===== src/rtl/lenet_pkg.sv =====
// Shared definitions for the LeNet load controller: register map, FSM states,
// default buffer depths and buffer address widths.
package lenet_pkg;

  localparam int N_WGT_DEF  = 3220;
  localparam int N_BIAS_DEF = 10;
  localparam int N_PIX_DEF  = 784;

  localparam int WGT_AW  = 12;
  localparam int BIAS_AW = 4;
  localparam int PIX_AW  = 10;

  localparam logic [4:0] OFS_CTRL    = 5'h00;
  localparam logic [4:0] OFS_WGT     = 5'h04;
  localparam logic [4:0] OFS_BIAS    = 5'h08;
  localparam logic [4:0] OFS_PIX     = 5'h0C;
  localparam logic [4:0] OFS_STATUS  = 5'h10;
  localparam logic [4:0] OFS_DONE    = 5'h14;
  localparam logic [4:0] OFS_RESULT  = 5'h18;
  localparam logic [4:0] OFS_SOFTRST = 5'h1C;

  typedef enum logic [2:0] {
    ST_IDLE,
    ST_LOAD,
    ST_LAUNCH,
    ST_RUN,
    ST_DONE
  } state_t;

  function automatic logic [31:0] pack_status(input logic wgt_full, input logic bias_full,
                                              input logic pix_full, input logic busy,
                                              input logic overflow_err);
    return {27'd0, overflow_err, busy, pix_full, bias_full, wgt_full};
  endfunction

endpackage


===== src/rtl/lenet_stream_ch.sv =====
// One buffer-load channel: counts accepted stream words, emits a one-cycle
// buffer write at the current count and flags writes that arrive when full.
module lenet_stream_ch
  import lenet_pkg::*;
#(
  parameter int DEPTH = 16,
  parameter int AW    = 4,
  parameter int DW    = 8
) (
  input  logic          clk,
  input  logic          rst,
  input  logic          clr,
  input  logic          clr_cnt,
  input  logic          push,
  input  logic [DW-1:0] din,
  output logic          we,
  output logic [AW-1:0] addr,
  output logic [DW-1:0] data,
  output logic [AW-1:0] count,
  output logic          full,
  output logic          overflow
);

  localparam logic [AW-1:0] DEPTH_C = AW'(DEPTH);

  logic [AW-1:0] count_reg;

  assign count = count_reg;
  assign full  = (count_reg == DEPTH_C);

  // clr is the software-held reset; it returns everything to the power-up state.
  always_ff @(posedge clk or posedge rst) begin
    if (rst) begin
      count_reg <= '0;
      we        <= 1'b0;
      addr      <= '0;
      data      <= '0;
      overflow  <= 1'b0;
    end else if (clr) begin
      count_reg <= '0;
      we        <= 1'b0;
      addr      <= '0;
      data      <= '0;
      overflow  <= 1'b0;
    end else begin
      we <= 1'b0;
      if (clr_cnt) begin
        count_reg <= '0;
      end else if (push) begin
        if (full) begin
          overflow <= 1'b1;
        end else begin
          we        <= 1'b1;
          addr      <= count_reg;
          data      <= din;
          count_reg <= count_reg + 1'b1;
        end
      end
    end
  end

endmodule


===== src/rtl/lenet_load_ctrl.sv =====
// Register-mapped loader for the LeNet core: streams weights, biases and an
// image into their buffers, launches the core and captures the classified digit.
module lenet_load_ctrl
  import lenet_pkg::*;
#(
  parameter int N_WGT  = N_WGT_DEF,
  parameter int N_BIAS = N_BIAS_DEF,
  parameter int N_PIX  = N_PIX_DEF
) (
  input  logic                ACLK,
  input  logic                ARESET,
  input  logic                reg_wr,
  input  logic [4:0]          reg_waddr,
  input  logic [31:0]         reg_wdata,
  input  logic                reg_rd,
  input  logic [4:0]          reg_raddr,
  output logic [31:0]         reg_rdata,
  output logic                wgt_we,
  output logic [WGT_AW-1:0]   wgt_addr,
  output logic [7:0]          wgt_data,
  output logic                bias_we,
  output logic [BIAS_AW-1:0]  bias_addr,
  output logic [15:0]         bias_data,
  output logic                img_we,
  output logic [PIX_AW-1:0]   img_addr,
  output logic [7:0]          img_data,
  output logic                core_start,
  input  logic                core_done,
  input  logic [3:0]          core_result
);

  state_t        state_reg;
  logic          soft_hold_reg;
  logic          done_reg;
  logic [3:0]    result_reg;

  logic          arm_wr;
  logic          in_load;
  logic          wr_wgt;
  logic          wr_bias;
  logic          wr_pix;
  logic          pix_rearm;
  logic          busy;
  logic          overflow_err;

  logic          wgt_full, bias_full, pix_full;
  logic          wgt_ovf, bias_ovf, pix_ovf;
  logic [WGT_AW-1:0]  wgt_count;
  logic [BIAS_AW-1:0] bias_count;
  logic [PIX_AW-1:0]  pix_count;

  // While the soft-reset bit is held, every write other than SOFTRST is inert.
  assign arm_wr    = reg_wr && !soft_hold_reg && (reg_waddr == OFS_CTRL) && reg_wdata[0];
  assign in_load   = (state_reg == ST_LOAD) && !soft_hold_reg;
  assign wr_wgt    = reg_wr && in_load && (reg_waddr == OFS_WGT);
  assign wr_bias   = reg_wr && in_load && (reg_waddr == OFS_BIAS);
  assign wr_pix    = reg_wr && in_load && (reg_waddr == OFS_PIX);
  assign pix_rearm = arm_wr && (state_reg == ST_DONE);

  assign busy         = (state_reg == ST_LAUNCH) || (state_reg == ST_RUN);
  assign overflow_err = wgt_ovf | bias_ovf | pix_ovf;

  lenet_stream_ch #(.DEPTH(N_WGT), .AW(WGT_AW), .DW(8)) u_wgt (
    .clk      (ACLK),
    .rst      (ARESET),
    .clr      (soft_hold_reg),
    .clr_cnt  (1'b0),
    .push     (wr_wgt),
    .din      (reg_wdata[7:0]),
    .we       (wgt_we),
    .addr     (wgt_addr),
    .data     (wgt_data),
    .count    (wgt_count),
    .full     (wgt_full),
    .overflow (wgt_ovf)
  );

  lenet_stream_ch #(.DEPTH(N_BIAS), .AW(BIAS_AW), .DW(16)) u_bias (
    .clk      (ACLK),
    .rst      (ARESET),
    .clr      (soft_hold_reg),
    .clr_cnt  (1'b0),
    .push     (wr_bias),
    .din      (reg_wdata[15:0]),
    .we       (bias_we),
    .addr     (bias_addr),
    .data     (bias_data),
    .count    (bias_count),
    .full     (bias_full),
    .overflow (bias_ovf)
  );

  // Only the image channel is rewound on re-arm; the network stays resident.
  lenet_stream_ch #(.DEPTH(N_PIX), .AW(PIX_AW), .DW(8)) u_pix (
    .clk      (ACLK),
    .rst      (ARESET),
    .clr      (soft_hold_reg),
    .clr_cnt  (pix_rearm),
    .push     (wr_pix),
    .din      (reg_wdata[7:0]),
    .we       (img_we),
    .addr     (img_addr),
    .data     (img_data),
    .count    (pix_count),
    .full     (pix_full),
    .overflow (pix_ovf)
  );

  always_ff @(posedge ACLK or posedge ARESET) begin
    if (ARESET) begin
      soft_hold_reg <= 1'b0;
    end else if (reg_wr && (reg_waddr == OFS_SOFTRST)) begin
      soft_hold_reg <= reg_wdata[0];
    end
  end

  always_ff @(posedge ACLK or posedge ARESET) begin
    if (ARESET) begin
      state_reg  <= ST_IDLE;
      done_reg   <= 1'b0;
      result_reg <= 4'd0;
      core_start <= 1'b0;
    end else if (soft_hold_reg) begin
      state_reg  <= ST_IDLE;
      done_reg   <= 1'b0;
      result_reg <= 4'd0;
      core_start <= 1'b0;
    end else begin
      core_start <= 1'b0;
      case (state_reg)
        ST_IDLE: begin
          if (arm_wr) state_reg <= ST_LOAD;
        end
        ST_LOAD: begin
          // core_start rises together with LAUNCH so the pulse matches the state.
          if (wgt_full && bias_full && pix_full) begin
            state_reg  <= ST_LAUNCH;
            core_start <= 1'b1;
          end
        end
        ST_LAUNCH: begin
          state_reg <= ST_RUN;
        end
        ST_RUN: begin
          if (core_done) begin
            result_reg <= core_result;
            done_reg   <= 1'b1;
            state_reg  <= ST_DONE;
          end
        end
        ST_DONE: begin
          if (arm_wr) begin
            done_reg  <= 1'b0;
            state_reg <= ST_LOAD;
          end
        end
        default: state_reg <= ST_IDLE;
      endcase
    end
  end

  // Reads sample the current registers, so a same-cycle write is seen only afterwards.
  always_ff @(posedge ACLK or posedge ARESET) begin
    if (ARESET) begin
      reg_rdata <= 32'd0;
    end else if (soft_hold_reg) begin
      reg_rdata <= 32'd0;
    end else if (reg_rd) begin
      case (reg_raddr)
        OFS_STATUS: reg_rdata <= pack_status(wgt_full, bias_full, pix_full, busy, overflow_err);
        OFS_DONE:   reg_rdata <= {31'd0, done_reg};
        OFS_RESULT: reg_rdata <= {28'd0, result_reg};
        default:    reg_rdata <= 32'd0;
      endcase
    end
  end

  logic unused_bits;
  assign unused_bits = ^{reg_wdata[31:16], wgt_count, bias_count, pix_count};

endmodule


===== config.mk =====
export PLATFORM = sky130hd
export DESIGN_NAME = lenet_load_ctrl
export DESIGN_NICKNAME = d
export VERILOG_FILES = /design/src/rtl/lenet_pkg.sv /design/src/rtl/lenet_stream_ch.sv /design/src/rtl/lenet_load_ctrl.sv
export SDC_FILE = /design/constraint.sdc
export NUM_CORES = 1
export LEC_CHECK = 0
export CORE_MARGIN = 1
export CORE_UTILIZATION = 45
export DETAILED_ROUTE_END_ITERATION = 6
export GPL_TIMING_DRIVEN = 0
export PLACE_DENSITY = 0.8
export SYNTH_ARGS = -nofsm -noshare
export SYNTH_HDL_FRONTEND = slang
export SYNTH_HIERARCHICAL = 1
export SYNTH_SLANG_ARGS = --single-unit

===== constraint.sdc =====
create_clock -name ACLK -period 3.14 [get_ports ACLK]
set_clock_uncertainty 0.05 [all_clocks]
set_input_delay 0.942 -clock ACLK [delete_from_list [all_inputs] [get_ports ACLK]]
set_output_delay 0.942 -clock ACLK [all_outputs]
set_load 0.03 [all_outputs]

# [Word-level counts from Yosys, hierarchy flattened]
# Index checks and enable logic that the tools add are counted.
[word_totals] wordCells=155 out_inout_bits=94 reg_bits=132 inputBits=51
[op_classes] mux=68 reduce_logical=38 n_eq_ne=23 bitwise=2 n_addsub=3
[ops] operator="two-way mux 10 bit" count=8
[ops] operator="two-way mux 12 bit" count=6
[ops] operator="two-way mux 32 bit" count=2
[ops] operator="two-way mux 8 bit" count=7
[ops] operator="two-way mux 16 bit" count=3
[ops] operator="two-way mux 4 bit" count=9
[ops] operator="two-way mux 1 bit" count=26
[ops] operator="equality test 5 bit, second input constant" count=4
[ops] operator="nonzero test 2 bit" count=9
[ops] operator="case mux 5 bit (3 select lines)" count=1
[ops] operator="adder 12 x 1 -> 12 bit, second input constant" count=1
[ops] operator="equality test 12 bit, second input constant" count=1
[ops] operator="logical AND 1 bit" count=12
[ops] operator="two-way mux 3 bit" count=4
[ops] operator="case mux 3 bit (4 select lines)" count=1
[ops] operator="AND reduction 2 bit" count=6
[ops] operator="AND reduction 3 bit" count=4
[ops] operator="adder 10 x 1 -> 10 bit, second input constant" count=1
[ops] operator="equality test 10 bit, second input constant" count=1
[ops] operator="equality test 5 x 4 -> 1 bit, second input constant" count=2
[ops] operator="inequality test 3 bit, second input constant" count=3
[ops] operator="inequality test 2 bit, second input constant" count=4
[ops] operator="equality test 3 x 2 -> 1 bit, second input constant" count=2
[ops] operator="nonzero test 3 bit" count=2
[ops] operator="other kinds (14)" count=15

# [Depth between registers and ports, before layout]
[depth] ltp_word=7 mapped_depth=10 mapped_depth_nobuf=8

# [By module]
# The synthesis kept the hierarchy.
[modules_own_cells] module="lenet_stream_ch (u_pix)" instances=1 cells_per_inst=182 area_each_um2=1667.8 seq_area_each_um2=750.7
[modules_own_cells] module="lenet_stream_ch (u_wgt)" instances=1 cells_per_inst=122 area_each_um2=1471.4 seq_area_each_um2=850.8
[modules_own_cells] module="lenet_load_ctrl" instances=1 cells_per_inst=110 area_each_um2=1038.5 seq_area_each_um2=375.4
[modules_own_cells] module="lenet_stream_ch (u_bias)" instances=1 cells_per_inst=76 area_each_um2=1018.5 seq_area_each_um2=650.6

# [Worst setup path after synthesis]
# No wires, ideal clock.
[synth_path] path_kind="input-to-reg" start="input reg_waddr[1]" end="register u_wgt.count_reg[9], in the netlist u_wgt/count[9]" setup_slack_ns=0.021 required_time_ns=2.965 t_arrival_ns=2.944 n_path_buf=0 setup_time_ns=0.125 path_stages=7 cell_sequence="or4b_4 > nand2b_4 > nor3b_1 > nand4_1 > nor2_1 > nand3_1 > mux2_2"
[synth_between] elab_chain_cells=4
[synth_rtl] element="from (decl)" line="lenet_load_ctrl.sv:13" rtl="input logic [4:0] reg_waddr,"
[synth_rtl] element="equality test 5 x 3 -> 1 bit" line="lenet_load_ctrl.sv:55" rtl="assign wr_wgt = reg_wr && in_load && (reg_waddr == OFS_WGT);"
[synth_rtl] element="logical AND 1 bit" line="lenet_load_ctrl.sv:55"
[synth_rtl] element="net wr_wgt" line="lenet_load_ctrl.sv:39" rtl="logic wr_wgt;"
[synth_rtl] element="nonzero test 2 bit (no line)"
[synth_rtl] element="AND reduction 2 bit (no line)"
[synth_rtl] element="to (signal assigned)" line="lenet_stream_ch.sv:56" rtl="count_reg <= count_reg + 1'b1;"
[synth_rtl] element="to (decl)" line="lenet_stream_ch.sv:26" rtl="logic [AW-1:0] count_reg;"
# The timed path passes the listed nets, and every way through them passes these cells.
# A chain may end at the register's enable or synchronous reset.

# [Final worst setup path]
[layout_path] start="input reg_waddr[2]" end="register u_pix.addr[7]"
[layout_between] elab_chain_cells=6 elab_cells_between_ends=9 classes_between="eq/ne (2); reduce/logical (7)"
[layout_rtl] element="zero test 5 bit" line="lenet_load_ctrl.sv:53" rtl="assign arm_wr = reg_wr && !soft_hold_reg && (reg_waddr == OFS_CTRL) && reg_wdata[0];"
[layout_rtl] element="logical AND 1 bit (2 in a row)" line="lenet_load_ctrl.sv:53"
[layout_rtl] element="logical AND 1 bit" line="lenet_load_ctrl.sv:58" rtl="assign pix_rearm = arm_wr && (state_reg == ST_DONE);"
[layout_rtl] element="net pix_rearm" line="lenet_load_ctrl.sv:42" rtl="logic pix_rearm;"
[layout_rtl] element="inequality test 2 bit (no line)"
[layout_rtl] element="AND reduction 3 bit (no line)"
[layout_rtl] element="to (signal assigned)" line="lenet_stream_ch.sv:54" rtl="addr <= count_reg;"
[layout_rtl] element="to (decl)" line="lenet_stream_ch.sv:17" rtl="output logic [AW-1:0] addr,"
# The timed path passes the listed nets, and every way through them passes these cells.

==> results.md <==
* GP Congestion at 0.887
* # placed instances at 761
* Vias/cell at 5.77
* Area of the multi-input gates at 0.00232 mm^2
* Initial Util at 47.1%
* Hold_buf cts at 0
* Clock Path Buffers at 2
* Fill count at 896
* Yosys cell types at 61
* Drt wl/cell at 18.1 um
* Pins Over Slew Limit at 0
* Fraction of layout instances using a drive strength above 1 at 14.0%
* TritonCTS buffer count at 9
* Die Width at 109 um
* Clock root buffer: clkbuf_16
* Setup violators final at 0
* Clk pin slew, worst setup/hold paths at 0.07 ns
* Req. time, crit path at 3.33 ns
* Peak supply drop at 0.302 mV
* Async set-or-reset flop fraction in the synthesized netlist at 100%
* DRT iter0 DRCs at 299
* Fmax achieved at 335 MHz
* Die Ht at 109 um
* Largest net degree at the start of global routing at 35
* Core area at 0.0110 mm^2
* Vias in the first global route at 4498
* Die area at 0.0120 mm^2
* First-pass GRT wire length at 22.2 mm
* Port Buffers at 100
* Std cell rows at 38
* Status: complete, no violations
* Synth-to-layout area growth at 32.6%
* Worst-Margin Slew at 1.18 ns
* Post-Syn Area per Cell at 10.6 um^2
* Clock Latency Late Sink at 0.34 ns
* Number of synthesized flops with an enable pin at 0
* NumNets Final at 694
* Final core utilization at 62.5%
* Max cap viols at 0
* Critical Path Sink Type: flip-flop
* Sequential area share after synthesis at 50.6%
* Post-layout min period at 2.99 ns
* Cell Pwr Density at 405 mW/mm^2
* Main synth FF type: dfrtp_1
* GR Util All Layers at 24.3%
* Leakage at 3.09 nW
* Sequential cell area at 0.00263 mm^2
* Drt pass-1 iters at 5
* Hold Violations, Final at 0
* RSZ-0062 raised after global routing: false
* Vias at 4521
* TritonCTS clock tree: built
* Total wire length at 14.2 mm
* Critical path class: in -> reg
* Reg2Reg Setup Slack at 0.33 ns
* # IOs at 145
* Yosys reg bits at 105
* Initial antenna violation count at 1
* Worst-path fanout max at 10
* Mapped cell area at 0.00520 mm^2
* Final std cells w/o fill at 783
* Max FFs per register at 16
* DRC violation count after routing at 0
* Pwr Total at 0.00279 W
* H-tree levels at 3
* Synthesis Warnings at 6
* HP Class: reg -> reg
* GRT overflow at 0
* Post-route setup TNS at 0 ns
* Clk sink count at 105
* CP startpoint kind: input port
* Detailed placement HPWL at 9.95 mm
* Critical Path AT at 3.18 ns
* Cells after Synth at 490
* Antenna viol nets, final at 0
* Slew margin rel. at 21.4%
* Final period util at 95.2%
==> through the flow <==
step	setup WS, ns	instance area, um^2	hold slack (ns)
6_report	0.152	6890	0.448
2_1_floorplan	0.0214	5310	0.414
5_1_grt	0.0681	6890	0.466
3_5_place_dp	-0.844	6490	0.437
4_1_cts	-0.190	6800	0.457
3_3_place_gp	-0.731	6490	0.427
==> worst paths after layout <==
kind                                       end  cells after the start     startpoint
worst min-delay path              reg_rdata[2]                      2   reg_rdata[2]
max in group asynchronous       u_pix/count[3]                      2         ARESET
min in group asynchronous        soft_hold_reg                      2         ARESET
worst max-delay path             u_pix/addr[7]                      8   reg_waddr[2]
worst min register to register    reg_rdata[2]                      2   reg_rdata[2]
worst max register to register  u_wgt/count[5]                      7  soft_hold_reg
==> cell families (layout without fill, tap and decap cells) <==
kind of cell             Yosys count  count (layout)  share of synthesized area, %
AND/OR/NAND/NOR                  166             166                          19.2
AO/OA/AOI/OAI                    117             117                          16.9
flip-flops                       105             105                          50.6
buffers and inverters             75             196                          8.11
XOR/XNOR                          10              10                          1.69
multiplexers                      10              10                          1.97
adder cells (fa/ha/maj)            6               6                          1.44
other                              1              33                        0.0722
==> report_power, final <==
| part | switching (W) | internal, W | total [W] |
|---|---|---|---|
| Sequential | 0.0000173 | 0.00136 | 0.00137 |
| Clock | 0.000490 | 0.000618 | 0.00111 |
| Combinational | 0.000203 | 0.000105 | 0.000308 |
==> cell usage in the layout (no fill, tap or decap), drive strengths merged, types with 4 or more instances in the layout <==
master / instances
a21boi: 4
a21oi: 16
a22o: 42
a31oi: 5
a32oi: 11
buf: 46
clkbuf: 27
clkdlybuf4s50: 95
conb: 32
dfrtp: 105
dlymetal6s2s: 4
ha: 6
inv: 18
mux2i: 8
nand2: 34
nand2b: 5
nand3: 10
nand4: 23
nand4bb: 4
nor2: 34
nor2b: 4
nor3: 9
nor3b: 6
nor4: 4
nor4b: 4
o211ai: 12
o21ai: 13
o31ai: 4
or3: 10
or4: 5
or4b: 4
xnor2: 5
xor2: 5
==> layer usage <==
metal | vias to the layer above | track usage, % | part of all wire [%] | routed length, um
met5 | - | 0 | 0 | 0
met4 | 0 | 10.8 | 2.6 | 367
met3 | 34 | 6.52 | 7.4 | 1040
met2 | 180 | 39.4 | 49 | 6950
met1 | 2260 | 30.6 | 41 | 5810
li1 | 2047 | - | - | -
==> Yosys cell counts (all sizes together), types with 2 or more instances <==
library cell | number | area (um^2)
a211oi | 3 | 22.5
nor4 | 4 | 40.0
nand3b | 2 | 27.5
a22o | 42 | 368
a31oi | 5 | 31.3
nor3 | 9 | 61.3
or4b | 4 | 47.6
nand2b | 5 | 38.8
o211ai | 12 | 90.1
ha | 6 | 75.1
nor2b | 4 | 25.0
inv | 18 | 67.6
mux2i | 8 | 80.1
buf | 41 | 294
or2 | 2 | 12.5
a32oi | 11 | 96.3
nand4 | 23 | 144
nand4bb | 4 | 61.3
nand3 | 10 | 50.1
and3 | 2 | 12.5
o21ai | 13 | 65.1
dfrtp | 105 | 2630
nor4b | 4 | 41.3
or3 | 10 | 62.6
xor2 | 5 | 43.8
nand2 | 34 | 128
a21boi | 4 | 30.0
xnor2 | 5 | 43.8
nor4bb | 2 | 20.0
or4 | 5 | 37.5
clkbuf | 16 | 60.1
mux2 | 2 | 22.5
o31ai | 4 | 35.0
a21oi | 16 | 80.1
nor3b | 6 | 45.0
nor2 | 34 | 128
==> final cells by class <==
type | count | share of cell area, %
antenna | 1 | 0.0363
buffer | 56 | 5.19
clock buffer | 11 | 3.38
clock inverter | 5 | 0.817
inverter | 18 | 0.981
multi-input combinational | 341 | 33.6
sequential | 105 | 38.1
tap | 140 | 2.54
timing repair buffer | 106 | 15.3
==> critical path, cell delays in order <==
cell and delay [ns]:
clkdlybuf4s50_1 0.47, or4b_4 0.58, nor4_4 0.27, nand2b_1 0.15, buf_2 0.22, clkbuf_4 0.25
nor2_1 0.05, a211oi_1 0.25
==> timing repair <==
| action | CTS | global route |
|---|---|---|
| endpoints found under the setup margin | 84 | 76 |
| gates cloned | 0 | 0 |
| buffers inserted | 1 | 5 |
| pin swaps | 1 | 6 |
| gates resized for setup | 8 | 13 |
| endpoints found under the hold margin | 0 | 0 |
(Power assumes the default switching activity.)
